File: src/rtl/gpout_router_pkg.sv
// gpout_router_pkg: shared types and helpers for the gpout router and its serial config receiver.
package gpout_router_pkg;
    localparam int DEF_SEL_W = 6;
    typedef struct packed {
        logic                 oeb;
        logic [DEF_SEL_W-1:0] sel;
    } cfg_ch_t;
    function automatic int frame_bits(input int n_ch, input int sel_w);
        return n_ch * (sel_w + 1);
    endfunction
    function automatic int default_sel(input int ch, input int n_src);
        return ch % n_src;
    endfunction
endpackage

File: src/rtl/gpout_router_cfg_serial_rx.sv
// gpout_router_cfg_serial_rx: synchronises the 3-wire config port and shifts in whole routing frames.
module gpout_router_cfg_serial_rx
    import gpout_router_pkg::*;
#(
    parameter int N_CH        = 6,
    parameter int SEL_W       = 6,
    parameter int SYNC_STAGES = 2
) (
    input  logic                        i_clk,
    input  logic                        i_reset,
    input  logic                        i_cfg_sclk,
    input  logic                        i_cfg_mosi,
    input  logic                        i_cfg_csb,
    input  logic                        i_la_invalid,
    output logic                        o_frame_valid,
    output logic                        o_frame_err,
    output logic [N_CH*(SEL_W+1)-1:0]   o_frame_data
);
    localparam int FB = frame_bits(N_CH, SEL_W);
    localparam int CW = $clog2(FB + 2);
    localparam logic [CW-1:0] CNT_FULL = CW'(FB);
    localparam logic [CW-1:0] CNT_SAT  = CW'(FB + 1);

    logic [SYNC_STAGES-1:0] r_sclk_sync, r_mosi_sync, r_csb_sync;
    logic                   r_sclk_d, r_csb_d;
    logic [CW-1:0]          r_cnt;
    logic [FB-1:0]          r_shift;
    logic                   w_sclk, w_mosi, w_csb, w_sclk_rise, w_csb_rise, w_csb_fall;

    assign w_sclk      = r_sclk_sync[SYNC_STAGES-1];
    assign w_mosi      = r_mosi_sync[SYNC_STAGES-1];
    assign w_csb       = r_csb_sync[SYNC_STAGES-1];
    assign w_sclk_rise = w_sclk & ~r_sclk_d;
    assign w_csb_rise  = w_csb & ~r_csb_d;
    assign w_csb_fall  = ~w_csb & r_csb_d;

    // Counter parks at CNT_SAT on overflow or abort so the closing csb edge reports an error.
    always_ff @(posedge i_clk or posedge i_reset)
        if (i_reset) begin
            r_sclk_sync <= '0;
            r_mosi_sync <= '0;
            r_csb_sync  <= '1;
            r_sclk_d    <= 1'b0;
            r_csb_d     <= 1'b1;
            r_cnt       <= '0;
            r_shift     <= '0;
        end else begin
            r_sclk_sync <= {r_sclk_sync[SYNC_STAGES-2:0], i_cfg_sclk};
            r_mosi_sync <= {r_mosi_sync[SYNC_STAGES-2:0], i_cfg_mosi};
            r_csb_sync  <= {r_csb_sync[SYNC_STAGES-2:0], i_cfg_csb};
            r_sclk_d    <= w_sclk;
            r_csb_d     <= w_csb;
            if (i_la_invalid)
                r_cnt <= CNT_SAT;
            else if (w_csb_fall)
                r_cnt <= '0;
            else if (w_sclk_rise && !w_csb) begin
                r_shift <= {r_shift[FB-2:0], w_mosi};
                if (r_cnt != CNT_SAT)
                    r_cnt <= r_cnt + 1'b1;
            end
        end

    assign o_frame_valid = w_csb_rise && !i_la_invalid && (r_cnt == CNT_FULL);
    assign o_frame_err   = w_csb_rise && !i_la_invalid && (r_cnt != CNT_FULL);
    assign o_frame_data  = r_shift;
endmodule

File: src/rtl/gpout_router.sv
// gpout_router: routes selectable sources to N_CH pads with per-channel OE,
// using a serially loaded shadow config that is applied on a commit event.
module gpout_router
    import gpout_router_pkg::*;
#(
    parameter int N_CH        = 6,
    parameter int N_SRC       = 64,
    parameter int SEL_W       = 6,
    parameter int SYNC_STAGES = 2
) (
    input  logic              i_clk,
    input  logic              i_reset,
    input  logic [N_SRC-1:0]  i_src,
    input  logic              i_cfg_sclk,
    input  logic              i_cfg_mosi,
    input  logic              i_cfg_csb,
    input  logic              i_la_invalid,
    input  logic              i_commit_evt,
    input  logic              i_commit_now,
    output logic [N_CH-1:0]   o_gpout,
    output logic [N_CH-1:0]   o_gpout_oeb,
    output logic              o_cfg_pending,
    output logic              o_cfg_err
);
    localparam int FB = frame_bits(N_CH, SEL_W);
    localparam logic [SEL_W:0] SRC_LIM = (SEL_W+1)'(N_SRC);

    logic             w_frame_valid, w_frame_err, w_commit;
    logic [FB-1:0]    w_frame_data;
    logic [SEL_W-1:0] r_shd_sel [N_CH];
    logic [SEL_W-1:0] r_act_sel [N_CH];
    logic [N_CH-1:0]  r_shd_oeb, r_act_oeb, w_mux, r_gpout, r_gpout_oeb;
    logic             r_pending, r_err, r_commit_d;

    gpout_router_cfg_serial_rx #(
        .N_CH(N_CH), .SEL_W(SEL_W), .SYNC_STAGES(SYNC_STAGES)
    ) u_rx (
        .i_clk(i_clk), .i_reset(i_reset),
        .i_cfg_sclk(i_cfg_sclk), .i_cfg_mosi(i_cfg_mosi), .i_cfg_csb(i_cfg_csb),
        .i_la_invalid(i_la_invalid),
        .o_frame_valid(w_frame_valid), .o_frame_err(w_frame_err), .o_frame_data(w_frame_data)
    );

    assign w_commit = r_pending && ((i_commit_evt && !r_commit_d) || i_commit_now);

    // Commit reads the shadow before a same-cycle frame overwrites it, so the new frame stays pending.
    always_ff @(posedge i_clk or posedge i_reset)
        if (i_reset) begin
            for (int i = 0; i < N_CH; i++) begin
                r_shd_sel[i] <= SEL_W'(default_sel(i, N_SRC));
                r_act_sel[i] <= SEL_W'(default_sel(i, N_SRC));
            end
            r_shd_oeb  <= '0;
            r_act_oeb  <= '0;
            r_pending  <= 1'b0;
            r_err      <= 1'b0;
            r_commit_d <= 1'b0;
        end else begin
            r_commit_d <= i_commit_evt;
            if (w_commit) begin
                r_act_sel <= r_shd_sel;
                r_act_oeb <= r_shd_oeb;
                r_pending <= 1'b0;
            end
            if (w_frame_valid) begin
                for (int i = 0; i < N_CH; i++) begin
                    r_shd_sel[i] <= w_frame_data[i*(SEL_W+1) +: SEL_W];
                    r_shd_oeb[i] <= w_frame_data[i*(SEL_W+1) + SEL_W];
                end
                r_pending <= 1'b1;
                r_err     <= 1'b0;
            end else if (w_frame_err)
                r_err <= 1'b1;
        end

    for (genvar c = 0; c < N_CH; c++) begin : g_ch
        assign w_mux[c] = ({1'b0, r_act_sel[c]} < SRC_LIM) ? i_src[r_act_sel[c]] : 1'b0;
    end

    always_ff @(posedge i_clk or posedge i_reset)
        if (i_reset) begin
            r_gpout     <= '0;
            r_gpout_oeb <= '0;
        end else begin
            r_gpout     <= w_mux;
            r_gpout_oeb <= r_act_oeb;
        end

    assign o_gpout       = r_gpout;
    assign o_gpout_oeb   = r_gpout_oeb;
    assign o_cfg_pending = r_pending;
    assign o_cfg_err     = r_err;
endmodule
File: config.mk
export PLATFORM = sky130hd
export DESIGN_NAME = gpout_router
export DESIGN_NICKNAME = d
export VERILOG_FILES = /design/src/rtl/gpout_router_pkg.sv /design/src/rtl/gpout_router_cfg_serial_rx.sv /design/src/rtl/gpout_router.sv
export SDC_FILE = /design/constraint.sdc
export NUM_CORES = 1
export LEC_CHECK = 0
export CORE_UTILIZATION = 50
export DETAILED_ROUTE_END_ITERATION = 16
export GPL_TIMING_DRIVEN = 0
export PLACE_DENSITY_LB_ADDON = 0.3
export SETUP_SLACK_MARGIN = 0.2
export SYNTH_ARGS = -nofsm -noshare
export SYNTH_HDL_FRONTEND = slang
export SYNTH_SLANG_ARGS = --single-unit
File: constraint.sdc
create_clock -name i_clk -period 10.99 [get_ports i_clk]
set_clock_uncertainty 0.2 [all_clocks]
set_input_delay 2.198 -clock i_clk [delete_from_list [all_inputs] [get_ports i_clk]]
set_output_delay 2.198 -clock i_clk [all_outputs]
set_load 0.005 [all_outputs]
==> impl_metrics.tcl <==
set metrics [dict create \
    status "completed" \
    routedWlPerCell_um 25.5 \
    die_w_um 136 \
    worst_pin_slew_ns 0.792 \
    antenna_found_initial 0 \
    postPlaceCellArea_mm2 0.0101 \
    synth_area_leaders "dfrtp_1, mux4_2, mux2_2" \
    grt_pass1_wl_um 36700 \
    place_inst 903 \
    clock_tree.root_cell "clkbuf_16" \
    stdcell_count 935 \
    final_layout_size_suffix_gt1_frac 0.401 \
    synth-edff-count 0 \
    num_vias 6267 \
    grt.overflow.total 0 \
    cts_tree "done" \
    final_util 0.615 \
    insertion_delay_ns 0.41 \
    final-setup-viol-count 0 \
    die_h_um 136 \
    fin_crit_ns 4.33 \
    cts_made_buffers 17 \
    end_kind "register" \
    power_density_mw_per_mm2 122 \
    slew_viol_final 0 \
    drc 0 \
    htree_levels 4 \
    synth-adder-area-share 0.00281 \
    synth_top_family_by_area "multiplexers" \
    synth_area_mm2 0.00892 \
    routed_wl_um 23900 \
    muxShareOfSynthArea 0.441 \
    postSynthCellCount 592 \
    async_reset_ff_frac 1.00 \
    cts_hold_buf 0 \
    rsz0062_at_grt "false" \
    clock_sinks 155 \
    fp.coreArea_mm2 0.0174 \
    hpwl_um 17300 \
    nets 771 \
    seq_area_frac_synth 0.437 \
    synthXorXnorAreaFrac 0.00393 \
    slew_headroom 0.472 \
    initial_core_util 0.514 \
    tns_ns 0 \
    fmax_mhz 231 \
    maxCapViolCount 0 \
    drtAntennaViolNets 0 \
    hp-class "register to register" \
    path_max_fanout 10 \
    die_area_mm2 0.0184 \
    worst_ep_arrival_time_ns 4.41 \
    ys.flop_type "dfrtp_1" \
    portBuffers 85 \
    finalHoldViolCount 0 \
    synth_top_cell_by_area "dfrtp_1" \
    first_global_vias 6329 \
    synth-simple-area-share 0.0447 \
    cts_resized 0 \
    diodes 0 \
    core.rowCount 48 \
    stdcell_area_mm2 0.0107 \
    leakage_nw 4.34 \
    ys_seq_elements 155 \
    synth_top_area_frac 0.387 \
    syn2layout_area_growth_pct 19.6 \
    post-cts-setup-buffer-count 0 \
    yosysWarnings 0 \
    cp-start-kind "primary input" \
    grt.total_usage 0.272 \
    synth_cell_types 48 \
    synth_nets 666 \
    clk_pin_slew_worst_paths_ns 0.06 \
    peakVddDrop_v 0.000110 \
    postSynthAreaPerCell_um2 15.1 \
    path_class "primary input to register" \
    routabilityCongestion 0.969 \
    grt_max_degree 104 \
    hold_ws_ns 0.157 \
    drt_iter0_drc 422 \
    boundaryPins 86 \
    routed_via_density 6.70 \
    dr.pass1.iters 7 \
    cp.required_ns 11.08 \
    clk_path_buf_depth 2 \
    synth-compound-area-share 0.0387 \
    fin_crit_sh 0.394 \
]
-- critical path, stage by stage --
cell and delay [ns]:
clkdlybuf4s50_1 0.42, nor2b_1 0.15, o21ai_1 0.57, clkbuf_1 0.65
mux2_2 0.41
-- Yosys cell counts (2+ instances only) --
| cell type | instances |
|---|---|
| buf_6 | 3 |
| a311o_1 | 2 |
| o31ai_1 | 3 |
| and2_1 | 2 |
| mux2_2 | 133 |
| dfrtp_1 | 138 |
| a311oi_1 | 6 |
| mux4_1 | 13 |
| mux4_2 | 81 |
| ha_1 | 2 |
| clkbuf_1 | 18 |
| o2111ai_1 | 2 |
| buf_4 | 5 |
| nor2b_1 | 9 |
| buf_1 | 6 |
| o21bai_1 | 2 |
| nand2b_1 | 3 |
| inv_1 | 10 |
| buf_2 | 10 |
| nand3_1 | 12 |
| o22ai_1 | 3 |
| nand4_1 | 7 |
| a31oi_1 | 6 |
| a2111oi_2 | 2 |
| nor2_1 | 14 |
| a22oi_1 | 4 |
| dfstp_2 | 17 |
| a21oi_1 | 5 |
| nand2_1 | 18 |
| mux2i_1 | 27 |
| nor3_1 | 4 |
| nor3b_1 | 2 |
| a211oi_1 | 4 |
| xor2_1 | 4 |
| o211ai_1 | 2 |
-- power by group --
part	total [mW]	internal (mW)	switching, mW	leakage [nW]
Clock	0.576	0.344	0.232	0.275
Sequential	0.589	0.582	0.00723	2.05
Combinational	0.139	0.0723	0.0663	2.02
Total	1.30	0.998	0.305	4.34
-- per-stage QoR --
step	setup WS [ns]	power [mW]
6_report	6.66	1.30
5_1_grt	6.59	1.34
4_1_cts	6.64	1.31
3_5_place_dp	6.21	0.734
3_3_place_gp	2.66	0.729
2_1_floorplan	4.44	0.665
-- logic make-up after synthesis --
logic type,Yosys count
mux,254
flops,155
simple gates,78
buf+inv,54
compound gates,45
xor+xnor,4
fa+ha+maj,2
-- final cells by class --
| class | instances | area (um^2) |
|---|---|---|
| Sequential cell | 155 | 3900 |
| Multi-Input combinational cell | 383 | 4740 |
| Inverter | 10 | 42.5 |
| Timing Repair Buffer | 86 | 878 |
| Fill cell | 1285 | 6690 |
| Clock buffer | 21 | 450 |
| Tap cell | 225 | 282 |
| Clock inverter | 11 | 135 |
| Buffer | 44 | 245 |
-- registers in the layout, summed over array words and instances (netlist names), 2 cells and up --
register,count
r_act_sel,36
u_rx.o_frame_data,42
u_rx.r_cnt,6
u_rx.r_mosi_sync,2
r_shd_oeb,6
u_rx.r_csb_sync,2
o_gpout_oeb,6
o_gpout,6
r_act_oeb,6
u_rx.r_sclk_sync,2
r_shd_sel,36
-- per-layer routing --
metal | vias up | share of wire | track usage
met5 | - | 0 | 0
met4 | 0 | 0.035 | 0.116
met3 | 88 | 0.094 | 0.0572
met2 | 448 | 0.49 | 0.444
met1 | 3156 | 0.38 | 0.354
li1 | 2575 | - | -
-- worst paths after layout --
kind / cells past startpoint / from / slack, ns / endpoint
max in group asynchronous: 3 / i_reset / 7.72 / r_act_sel[2]
setup reg to reg: 7 / r_act_sel[0] / 8.42 / o_gpout[5]
hold / removal: 0 / u_rx.r_sclk_sync[0] / 0.16 / u_rx.r_sclk_sync[1]
hold reg to reg: 0 / u_rx.r_sclk_sync[0] / 0.16 / u_rx.r_sclk_sync[1]
setup / recovery: 5 / i_commit_evt / 6.66 / r_act_sel[1]
min in group asynchronous: 2 / i_reset / 2.00 / o_cfg_err
-- placed cells by master, fill, tap and decap left out, types with 5 or more instances in the layout --
cell type        instances
buf_4                    5
nor2_1                  14
clkbuf_16               17
a21oi_1                  5
nor2b_1                  9
mux2_2                 133
a31oi_1                  6
nand2_1                 18
dfrtp_1                138
mux2i_1                 27
dfstp_2                 17
a311oi_1                 6
mux4_1                  13
nand4_1                  7
inv_1                    9
mux4_2                  81
clkbuf_1                21
buf_2                   10
inv_6                    5
buf_1                    6
clkdlybuf4s50_1         85
nand3_1                 12
Power figures use the tool's default switching activity.
==> RTL change: new RTL, same settings <==
`SEL_W` is set to 6 in 2 places; all go to 7.
--- a/src/rtl/gpout_router_cfg_serial_rx.sv
+++ b/src/rtl/gpout_router_cfg_serial_rx.sv
@@ -3,7 +3,7 @@
     import gpout_router_pkg::*;
 #(
     parameter int N_CH        = 6,
-    parameter int SEL_W       = 6,
+    parameter int SEL_W       = 7,
     parameter int SYNC_STAGES = 2
 ) (
     input  logic                        i_clk,
--- a/src/rtl/gpout_router.sv
+++ b/src/rtl/gpout_router.sv
@@ -5,7 +5,7 @@
 #(
     parameter int N_CH        = 6,
     parameter int N_SRC       = 64,
-    parameter int SEL_W       = 6,
+    parameter int SEL_W       = 7,
     parameter int SYNC_STAGES = 2
 ) (
     input  logic              i_clk,
Function: same outputs for any inputs over 10 cycles, from zero or initial values and one cycle with i_reset high; that may be too few to reach the edited logic, so the function may still have changed.
==> RTL change against the unedited design <==
Sequential cell count rose by 18. Wire length rose by 1.9%. Cell count rose by 0.86%. Worst setup slack got worse by 210 ps. Area after synthesis rose by 6.3%. Largest cell class unchanged. Worst hold slack got worse by 1.4 ps. Fmax fell by 4.6%. Sequential power rose by 11%. Global-route usage fell by 0.58 points. Total power rose by 5.4%. Cell area rose by 5.3%. Largest power group unchanged.
==> RTL change: results (changes against the unedited design) <==
stage;metric;value;unit;change
critical_path;Critical R2R Capture;o_gpout[2]$_DFF_PP0_;;
route;Initial DRT Pass Iterations;5;;-2
cells_and_area;count of non-CTS buffers in the layout;131;;+0.77%
cells_and_area;Seq. cell area;4350;um2;+12%
critical_path;Reg2Reg Depth;6;;-1
critical_path;reg2reg setup slack;8260;ps;-160 ps
cells_and_area;post-layout utilization of the core;60.28;%;-1.2 points
place;number of instances in the placed design;911;;+0.89%
place;routability cong.;0.9141;;-5.7%
global_routing;overall routing resource usage;26.66;%;-0.58 points
critical_path;crit path DAT;4640;ps;+230 ps
place;DP Worst Slack;6043;ps;-170.2 ps
logic_synthesis;main area contributors after synthesis;dfrtp_1 (41%), mux4_2 (24%), mux2_2 (18%), dfstp_2 (4.7%), mux2i_1 (2.8%);;
pwr;Logic pwr share;10.3;%;-0.3 points
pwr;peak supply drop;0.0001035;V;-5.9%
outcome;outcome;completed;;
critical_path;reg2reg start;r_act_sel[22]$_DFFE_PP1P_;;
timing;Peak Freq;0.2206;GHz;-4.6%
pwr;Clock Power;578;uW;about the same
pwr;leakage power total;4.692;nW;+8.0%
floorplan;Die ar.;19520;um2;+6.2%
critical_path;max incr delay on CP;600;ps;-50 ps
cells_and_area;CLK BUF;17;;-19%
cells_and_area;max reg flops;48;;+14%
logic_synthesis;Cells after Synth;591;;-0.17%
place;area of placed instances;10660;um2;+5.7%
place;post-detail-place hpwl;17910;um;+3.3%
logic_synthesis;register area share after synthesis;45.87;%;+2.2 points
global_routing;vias in the first global route;6529;;+3.2%
route;DR vias;6186;;-1.3%
cells_and_area;Seq cells;173;;+12%
cells_and_area;Non-clk invs;7;;-3
logic_synthesis;distinct cell type count after synthesis;44;;-8.3%
pwr;PwrDens;122.3;nW/um2;+0.10%
global_routing;largest net degree at the start of global routing;136;;+31%
min_path;hold path endpoint;u_rx.r_mosi_sync[1]$_DFF_PP0_;;
cells_and_area;Layout clock area frac;5.121;%;-0.37 points
cells_and_area;fillcell total;1380;;+7.4%
cells_and_area;Multi-input comb cells;366;;-4.4%
cells_and_area;share of layout cells above drive strength 1;45.70;%;+5.6 points
-- RTL change: cell types whose count changed in the layout (fill, tap and decap cells not counted), moves of 10 or more --
cell / before / now
mux2_2: 133 / 148
clkbuf_1: 21 / 11
mux4_1: 13 / 3
dfrtp_1: 138 / 156
mux4_2: 81 / 102
nand2_1: 18 / 6
-- RTL change: worst register-to-register path: stages, from the launching register on --
cell	delay, ps
dfstp_2	520
buf_2	230
buf_2	350
mux4_2	560
mux2_2	280
o2111ai_1	160
o311ai_0	250
-- RTL change: routing by layer --
layer / vias up / GRT usage, % / wire (um)
li1: 2559 / - / -
met1: 3251 / 36.64 / 10260
met2: 326 / 41.97 / 11610
met3: 50 / 6.435 / 1875
met4: 0 / 8.733 / 574
met5: - / 0 / 0
-- RTL change: kinds of logic after synthesis --
family	share of synthesized area [%]
adder cells (fa/ha/maj)	0.3958
buffers and inverters	2.625
XOR/XNOR	0.3695
AO/OA/AOI/OAI	2.190
multiplexers	45.47
AND/OR/NAND/NOR	3.074
flip-flops	45.87
